--- src/rtl/ex_stage.sv ---
// Execute stage of a single-cycle LEGv8 datapath.
//
// Purpose: selects ALU operand B, decodes the ALU operation from ALUOp and the
// R-format opcode, produces the ALU result and the branch target, and holds the
// NZCV status register.
//
// Ports:
//   clk      - clock, flags update on rising edge
//   rst_n    - asynchronous reset, ACTIVE-HIGH despite the name (1 clears NZCV)
//   r_data1  - register read data 1 (operand A)
//   r_data2  - register read data 2 (operand B when ALUSrc = 0)
//   ex_data  - sign-extended immediate/offset (operand B when ALUSrc = 1)
//   inst     - current instruction, opcode taken from the top 11 bits
//   ALUOp    - ALU class from the control unit
//   ALUSrc   - operand-B select
//   SregUp   - status-register write enable
//   pc       - address of the current instruction
//   ALUOut   - ALU result (combinational)
//   ALU_res  - branch target pc + (ex_data << 2) (combinational)
//   N/Z/C/V  - registered status flags
module ex_stage #(
  parameter int unsigned WORD      = 64,
  parameter int unsigned INST_SIZE = 32
) (
  input  logic                 clk,
  input  logic                 rst_n,
  input  logic [WORD-1:0]      r_data1,
  input  logic [WORD-1:0]      r_data2,
  input  logic [WORD-1:0]      ex_data,
  input  logic [INST_SIZE-1:0] inst,
  input  logic [1:0]           ALUOp,
  input  logic                 ALUSrc,
  input  logic                 SregUp,
  input  logic [WORD-1:0]      pc,
  output logic [WORD-1:0]      ALUOut,
  output logic [WORD-1:0]      ALU_res,
  output logic                 N,
  output logic                 Z,
  output logic                 C,
  output logic                 V
);

  localparam logic [10:0] OpcAdd  = 11'h458;
  localparam logic [10:0] OpcAdds = 11'h558;
  localparam logic [10:0] OpcSub  = 11'h658;
  localparam logic [10:0] OpcSubs = 11'h758;
  localparam logic [10:0] OpcAnd  = 11'h450;
  localparam logic [10:0] OpcAnds = 11'h750;
  localparam logic [10:0] OpcOrr  = 11'h550;
  localparam logic [10:0] OpcEor  = 11'h650;

  typedef enum logic [2:0] {
    AluAdd,
    AluSub,
    AluAnd,
    AluOrr,
    AluEor,
    AluPass,
    AluNeq
  } alu_op_e;

  logic [WORD-1:0] op_a;
  logic [WORD-1:0] op_b;
  logic [10:0]     opcode;
  alu_op_e         alu_op;
  logic [WORD:0]   sum_ext;
  logic [WORD:0]   diff_ext;
  logic [WORD-1:0] result;
  logic            c_next;
  logic            v_next;
  logic [3:0]      nzcv_d;
  logic [3:0]      nzcv_q;
  logic            unused_inst;

  assign op_a   = r_data1;
  assign op_b   = ALUSrc ? ex_data : r_data2;
  assign opcode = inst[INST_SIZE-1 -: 11];

  // Only the opcode field matters here; the rest of the instruction is ignored.
  assign unused_inst = ^inst[INST_SIZE-12:0];

  // Branch target is independent of the ALU controls.
  assign ALU_res = pc + {ex_data[WORD-3:0], 2'b00};

  always_comb begin
    alu_op = AluAdd;
    unique case (ALUOp)
      2'b00: alu_op = AluAdd;
      2'b01: alu_op = AluPass;
      2'b11: alu_op = AluNeq;
      default: begin
        case (opcode)
          OpcAdd, OpcAdds: alu_op = AluAdd;
          OpcSub, OpcSubs: alu_op = AluSub;
          OpcAnd, OpcAnds: alu_op = AluAnd;
          OpcOrr:          alu_op = AluOrr;
          OpcEor:          alu_op = AluEor;
          default:         alu_op = AluAdd;
        endcase
      end
    endcase
  end

  // Extra top bit captures the carry out; subtract is A + ~B + 1 so C = no borrow.
  assign sum_ext  = {1'b0, op_a} + {1'b0, op_b};
  assign diff_ext = {1'b0, op_a} + {1'b0, ~op_b} + {{WORD{1'b0}}, 1'b1};

  always_comb begin
    result = sum_ext[WORD-1:0];
    c_next = 1'b0;
    v_next = 1'b0;
    unique case (alu_op)
      AluAdd: begin
        result = sum_ext[WORD-1:0];
        c_next = sum_ext[WORD];
        v_next = (op_a[WORD-1] == op_b[WORD-1]) && (result[WORD-1] != op_a[WORD-1]);
      end
      AluSub: begin
        result = diff_ext[WORD-1:0];
        c_next = diff_ext[WORD];
        v_next = (op_a[WORD-1] != op_b[WORD-1]) && (result[WORD-1] != op_a[WORD-1]);
      end
      AluAnd:  result = op_a & op_b;
      AluOrr:  result = op_a | op_b;
      AluEor:  result = op_a ^ op_b;
      AluPass: result = op_b;
      AluNeq:  result = {{(WORD-1){1'b0}}, (op_a != op_b)};
      default: result = sum_ext[WORD-1:0];
    endcase
  end

  assign ALUOut = result;

  always_comb begin
    nzcv_d = nzcv_q;
    if (SregUp) begin
      nzcv_d = {result[WORD-1], (result == '0), c_next, v_next};
    end
  end

  // Reset input is active-high even though it carries an _n suffix.
  always_ff @(posedge clk or posedge rst_n) begin
    if (rst_n) begin
      nzcv_q <= 4'b0000;
    end else begin
      nzcv_q <= nzcv_d;
    end
  end

  assign N = nzcv_q[3];
  assign Z = nzcv_q[2];
  assign C = nzcv_q[1];
  assign V = nzcv_q[0];

endmodule

--- config.mk ---
export PLATFORM = sky130hd
export DESIGN_NAME = ex_stage
export DESIGN_NICKNAME = d
export VERILOG_FILES = /design/src/rtl/ex_stage.sv
export SDC_FILE = /design/constraint.sdc
export NUM_CORES = 1
export LEC_CHECK = 0
export ABC_AREA = 1
export ABC_CLOCK_PERIOD_IN_PS = 2700
export BUFFER_PORTS_ARGS = -buffer_cell sky130_fd_sc_hd__buf_4
export CORE_MARGIN = 4
export CORE_UTILIZATION = 45
export DETAILED_ROUTE_END_ITERATION = 8
export GPL_TIMING_DRIVEN = 0
export PLACE_DENSITY = 0.7
export SKIP_CTS_REPAIR_TIMING = 1
export SYNTH_ARGS = -nofsm -noshare
export SYNTH_HDL_FRONTEND = slang
export SYNTH_SLANG_ARGS = --single-unit
--- constraint.sdc ---
create_clock -name clk -period 2.7 [get_ports clk]
set_input_delay 0.27 -clock clk [delete_from_list [all_inputs] [get_ports clk]]
set_output_delay 0.27 -clock clk [all_outputs]
set_load 0.02 [all_outputs]
==> impl_metrics.csv, run 1 <==
group,metric,value,unit
clocking,cts.sinks,4,
die,core,46950,µm²
cells_and_area,fin_util,0.6753,
setup_path,crit_required,2860,ps
drt,postRouteAntennaNets,0,
sta,slew_viol_final,0,
cells_and_area,largest_register_ffs,4,
placement,post-place-ws,-2630,ps
cells_and_area,fin_nets,5510,
global_route,grt_pass1_wl,163.5,mm
global_route,grtUsageTotal,0.4263,
sta,min_period_over_period,1.255,
cells_and_area,fillers,4482,
sta,fin_crit,3388,ps
min_path,hold_class,"input pin to register",
die,start_util,0.4583,
sta,fin_setup_tns,-34090,ps
yosys,synth_edf_count,0,
drt,wl,123.9,mm
yosys,synth-xor-area-share,0.04070,
cells_and_area,drive_gt1_frac,0.2977,
yosys,synth_top_area_share,0.2683,
drt,drt-initial-drc-count,4035,
clocking,numCtsBuffers,3,
sta,slew-limit-headroom,0.2768,
setup_path,r2r_setup_slack,2030,ps
sta,tightestPinTransition,1085,ps
setup_path,cp-start-kind,"input pin",
clocking,clkTransAtPathRegs,30,ps
yosys,synthFlopType,"dfrtp_1",
yosys,synth_top_cell_by_area,"nand2_1",
power_and_ir_drop,power,9.493,mW
die,ios,426,
setup_path,critPathKind,"input pin to register",
sta,fin_skew,0,ps
yosys,async_reset_ff_frac,1.000,
yosys,synthAdderAreaFrac,0.1737,
placement,dp.final_hpwl,102.0,mm
yosys,synth_simple_gate_area_share,0.4505,
cells_and_area,diodes,0,
drt,drcViolationCount,0,
sta,hold_violations,0,
global_route,grt-ovfl-total,0,
clocking,tritoncts,"done",
cells_and_area,reg_top3,"nzcv_q x4",
setup_path,arrival,3550,ps
yosys,synth.area.top_cells,"nand2_1 27%, inv_1 18%, ha_1 17%",
yosys,yosysMostFrequentCell,"nand2_1",
cells_and_area,postLayoutCellArea,31710,µm²
yosys,synthesis.instances,4410,
clocking,ctsLongestPathBuffers,2,
yosys,synth_nets,5001,
drt,num_vias,31270,
global_route,grt_start_max_net_pins,11,
yosys,seq_area_frac_synth,0.004652,
power_and_ir_drop,ir_drop,0.0002354,V
drt,viasPerCell,5.661,
die,rows,79,
cells_and_area,area_delta_synth_final,47.35,%
status,status,"finished, violations left",
sta,rsz0062_at_grt,"true",
clocking,htree_num_levels,1,
drt,dr.pass1.iters,6,
job,drv_cap,0,
yosys,ys_warn_count,0,
die,die_area,51380,µm²
yosys,netlist_area,21520,µm²
sta,max_freq,295.2,MHz
yosys,avgSynthCellArea,4.879,µm²
die,die_h,226.7,µm
setup_path,crit_fanout,10,
yosys,synth_top_family_by_area,"simple AND/OR/NAND/NOR gates",
yosys,synthDistinctLibCells,49,
drt,wl_per_cell,22.42,µm
yosys,muxShareOfSynthArea,0,
die,die_x,226.7,µm
setup_path,worst_setup_path_end_kind,"register",
global_route,antenna_found_initial,0,
global_route,grt_pass1_vias,26680,
drt,wl_met3,16.31,mm
drt,top_layer_used,"met4",
status,violations,"negative setup slack",
cells_and_area,largest-register,"nzcv_q",
placement,io_buffers,401,
placement,placed_cell_area,25480,µm²
power_and_ir_drop,leakage,17.61,nW
yosys,synth.top_cells.by_count,"1,538 x nand2_1, 1,032 x inv_1, 440 x nor2_1",
sta,finalSetupViolations,98,
clocking,clk_latency,230,ps
yosys,synth_compound_area_frac,0.1326,
drt,wl_met1,46.85,mm
clocking,clockRootBuffer,"clkbuf_16",
sta,setup_ws,-687.8,ps
power_and_ir_drop,p_per_area,299.4,nW/µm²
yosys,ys_ff_latch,4,
drt,wl_met2,51.13,mm
placement,gp_congestion,1.125,
[layout make-up]
cell class,instances,area (µm²),area share
tap,607,759.5,0.02395
inverter,1038,3933,0.1240
multi-input combinational,3301,22040,0.6950
timing repair buffer,505,4163,0.1313
sequential,4,100.1,0.003157
buffer,66,640.6,0.02020
clock buffer,3,75.07,0.002368
[placed cells by master, fill, tap and decap left out, types with 23 or more instances in the layout]
master / n
buf_4: 473
buf_6: 33
ha_4: 83
nor2_2: 77
ha_1: 188
nor2_1: 295
nand2_4: 36
inv_1: 975
nand2_1: 1286
o22ai_1: 62
ha_2: 23
nand3_1: 157
a21oi_2: 41
o21ai_0: 65
nor2_4: 80
nand3_2: 90
xor2_1: 71
inv_2: 52
a21oi_1: 168
nand3_4: 35
o21ai_4: 63
nand4_1: 43
nand2_2: 220
[report_power, final]
part	internal [mW]	total [mW]	switching, mW
sequential	0.0663	0.0704	0.00404
combinational	3.25	9.19	5.94
clock	0.189	0.232	0.0424
[worst max-delay path, cell delays in order]
cell and delay, ps:
buf_16 140, buf_12 160, buf_12 150, nand2_1 120
o21ai_4 130, ha_4 400, nand2_2 130, nor2_4 120
nand2_1 130, inv_1 120, nand2_2 120, nor3_2 160
nand2_1 160, nand3_1 110, nand2_1 60, nand3_2 100
nand3_2 170, nor2_4 170, nand2_1 70, nor2_1 170
nand2_2 100, nor2_4 110, nand3_2 80, nand2_1 60
[per-layer routing]
layer  global-route usage  up-vias
met3              0.08881      464
li1                     -    14450
met2               0.6492     2252
met1               0.5752    14110
met4               0.2007        0
met5                    0        -
[cell families after synthesis]
group           after synthesis
compound gates              514
xor+xnor                    100
fa+ha+maj                   297
buf+inv                    1105
flops                         4
simple gates               2390
[through the flow]
| step | hold slack (ps) | instances |
|---|---|---|
| after global routing | 319.8 | 5524 |
| after global placement | 168.6 | 5418 |
| after detailed placement | 193.6 | 5418 |
| after CTS | -42.97 | 5421 |
| after floorplan | 36.08 | 4410 |
| final | 305.3 | 5524 |
[worst paths after layout]
path | start | endpoint | cells past startpoint
min reg2reg | nzcv_q[2] | nzcv_q[2] | 2
min | SregUp | nzcv_q[0] | 2
min in group asynchronous | rst_n | nzcv_q[0] | 3
max in group asynchronous | rst_n | nzcv_q[2] | 3
max | ALUSrc | nzcv_q[2] | 24
max reg2reg | nzcv_q[0] | nzcv_q[0] | 2
Note: power is estimated with default switching activity, not from simulation.
==> run 2, diff against run 1 <==
Settings changed: CORE_MARGIN 4 to 2, CORE_UTILIZATION 45 to 40, PLACE_DENSITY 0.7 to default.
==> impl_metrics.csv, run 2 (synthesis gave the netlist of run 1 again) <==
group,metric,value,unit
status,status,"finished, violations left",
status,violations,"negative setup slack",
power_and_ir_drop,p_clk_frac,0.026,
setup_path,crit_required,2870,ps
drt,dr.pass1.iters,6,
drt,drt-initial-drc-count,3811,
placement,io_buffers,401,
sta,hold_violations,0,
cells_and_area,fillers,5692,
clocking,numCtsBuffers,3,
cells_and_area,drive_gt1_frac,0.2831,
setup_path,cp-start-kind,"input pin",
drt,wl_met2,53.42,mm
cells_and_area,largest_register_ffs,4,
die,rows,85,
clocking,clk_latency,230,ps
sta,slew_viol_final,0,
cells_and_area,final_common_cell,"nand2_1",
die,die_h,235.9,µm
sta,max_freq,292.2,MHz
placement,dp.final_hpwl,106.8,mm
global_route,grt-ovfl-total,0,
drt,wl_met1,51.36,mm
setup_path,crit_fanout,7,
setup_path,slowest_stage,"o21ai_4",
job,drv_cap,0,
sta,finalSetupViolations,100,
clocking,clockRootBuffer,"clkbuf_16",
cells_and_area,seqCellArea,100.1,µm²
cells_and_area,postLayoutCellArea,31080,µm²
power_and_ir_drop,internal_power,3.360,mW
setup_path,crit_chain,"buf_16, buf_12, clkbuf_16, o21ai_4, inv_4, ha_4, inv_2, fa_2, inv_2, nand2_1, nand3_4, nand3_1, nand2_2, buf_4, xor2_1, nand2_1, nand3_2, nor2_1, nand2_1, nor2_2, nand2_2, nor2_4, nand3_2, nand2_1",
global_route,grt_pass1_vias,27000,
die,core,53500,µm²
power_and_ir_drop,power.share.switching,0.6359,
sta,rsz0062_at_grt,"true",
setup_path,worst_setup_path_end_kind,"register",
cells_and_area,largest-register,"nzcv_q",
power_and_ir_drop,p_seq_frac,0.008,
die,ios,426,
sta,fin_crit,3422,ps
setup_path,critical-path-max-stage-delay,280,ps
global_route,antenna_found_initial,0,
cells_and_area,diodes,0,
sta,slew-limit-headroom,0.2446,
power_and_ir_drop,switching_power,5.866,mW
drt,num_vias,30500,
power_and_ir_drop,leakage,17.52,nW
drt,wl_per_cell,22.34,µm
sta,tightestPinTransition,1133,ps
power_and_ir_drop,p_per_area,296.9,nW/µm²
global_route,grtUsageTotal,0.4155,
setup_path,critPathKind,"input pin to register",
setup_path,cp_common_cell,"nand2_1",
sta,min_period_over_period,1.267,
drt,wl,124.9,mm
clocking,tritoncts,"done",
cells_and_area,multi_input_area,21620,µm²
global_route,grt_start_max_net_pins,11,
power_and_ir_drop,pwr-share-comb,0.967,
drt,drcViolationCount,0,
setup_path,critPathBufInv,7,
drt,viasPerCell,5.454,
power_and_ir_drop,ir_drop,0.0002185,V
die,die_area,55670,µm²
drt,postRouteAntennaNets,0,
clocking,ctsLongestPathBuffers,2,
die,die_x,235.9,µm
placement,dp.cells,5508,
setup_path,crit_family,"simple AND/OR/NAND/NOR gates",
clocking,htree_num_levels,1,
min_path,hold_class,"input pin to register",
cells_and_area,reg_top3,"nzcv_q x4",
cells_and_area,fin_cells,5592,
cells_and_area,area_delta_synth_final,44.42,%
cells_and_area,fin_nets,5489,
setup_path,arrival,3590,ps
cells_and_area,mostFrequentLayoutCells,"1,315 x nand2_1, 990 x inv_1, 470 x buf_4",
drt,top_layer_used,"met4",
drt,wl_met3,12.94,mm
placement,gp_congestion,1.155,
global_route,grt_pass1_wl,171.7,mm
die,start_util,0.4022,
sta,setup_ws,-721.9,ps
clocking,cts.sinks,4,
placement,placed_cell_area,25600,µm²
sta,fin_skew,0,ps
cells_and_area,fin_util,0.5809,
clocking,clkTransAtPathRegs,30,ps
## run 2: per-stage QoR
step / worst slack (ps) / hold slack [ps] / power (mW) / TNS [ps]
2_1_floorplan: -241.2 / 36.08 / 4.334 / -258.0
3_3_place_gp: -2894 / 167.3 / 7.162 / -129100
3_5_place_dp: -2844 / 176.2 / 7.146 / -127980
4_1_cts: -2610 / -64.89 / 7.425 / -127840
5_1_grt: -738.7 / 309.0 / 9.753 / -43090
6_report: -721.9 / 297.1 / 9.226 / -33970
## run 2: power by group through the flow
stage | combinational, mW | sequential, mW | clock [mW]
2_1_floorplan | 4.26 | 0.0773 | 0
3_3_place_gp | 7.09 | 0.0702 | 0
3_5_place_dp | 7.08 | 0.0704 | 0
4_1_cts | 7.11 | 0.0702 | 0.241
5_1_grt | 9.44 | 0.0706 | 0.243
6_report | 8.92 | 0.0703 | 0.238
## run 2: area by class of cell
cell class                      instances  share of cell area
Clock buffer                            3            0.002416
Multi-Input combinational cell       3301              0.6958
Timing Repair Buffer                  483              0.1224
Sequential cell                         4            0.003221
Buffer                                 67             0.02150
Inverter                             1038              0.1267
Tap cell                              696             0.02802
## run 2: path summary, 6_finish.rpt
path | start | end | slack, ps | cells after the start
hold reg to reg | nzcv_q[2] | nzcv_q[2] | 480 | 2
min in group asynchronous | rst_n | nzcv_q[0] | 490 | 3
hold / removal | SregUp | nzcv_q[0] | 300 | 2
setup / recovery | ALUSrc | nzcv_q[2] | -720 | 24
setup reg to reg | nzcv_q[0] | nzcv_q[0] | 2050 | 2
max in group asynchronous | rst_n | nzcv_q[3] | 2050 | 3
## run 2: per-layer routing
layer	GRT usage	vias to the layer above
met2	0.6457	1781
met4	0.1884	0
met1	0.5694	14000
met3	0.05418	291
met5	0	-
li1	-	14420
## run 2: worst register-to-register path: stages (launching register included)
cell and delay [ps]:
dfrtp_1 380, nor2_1 100, a31oi_1 50
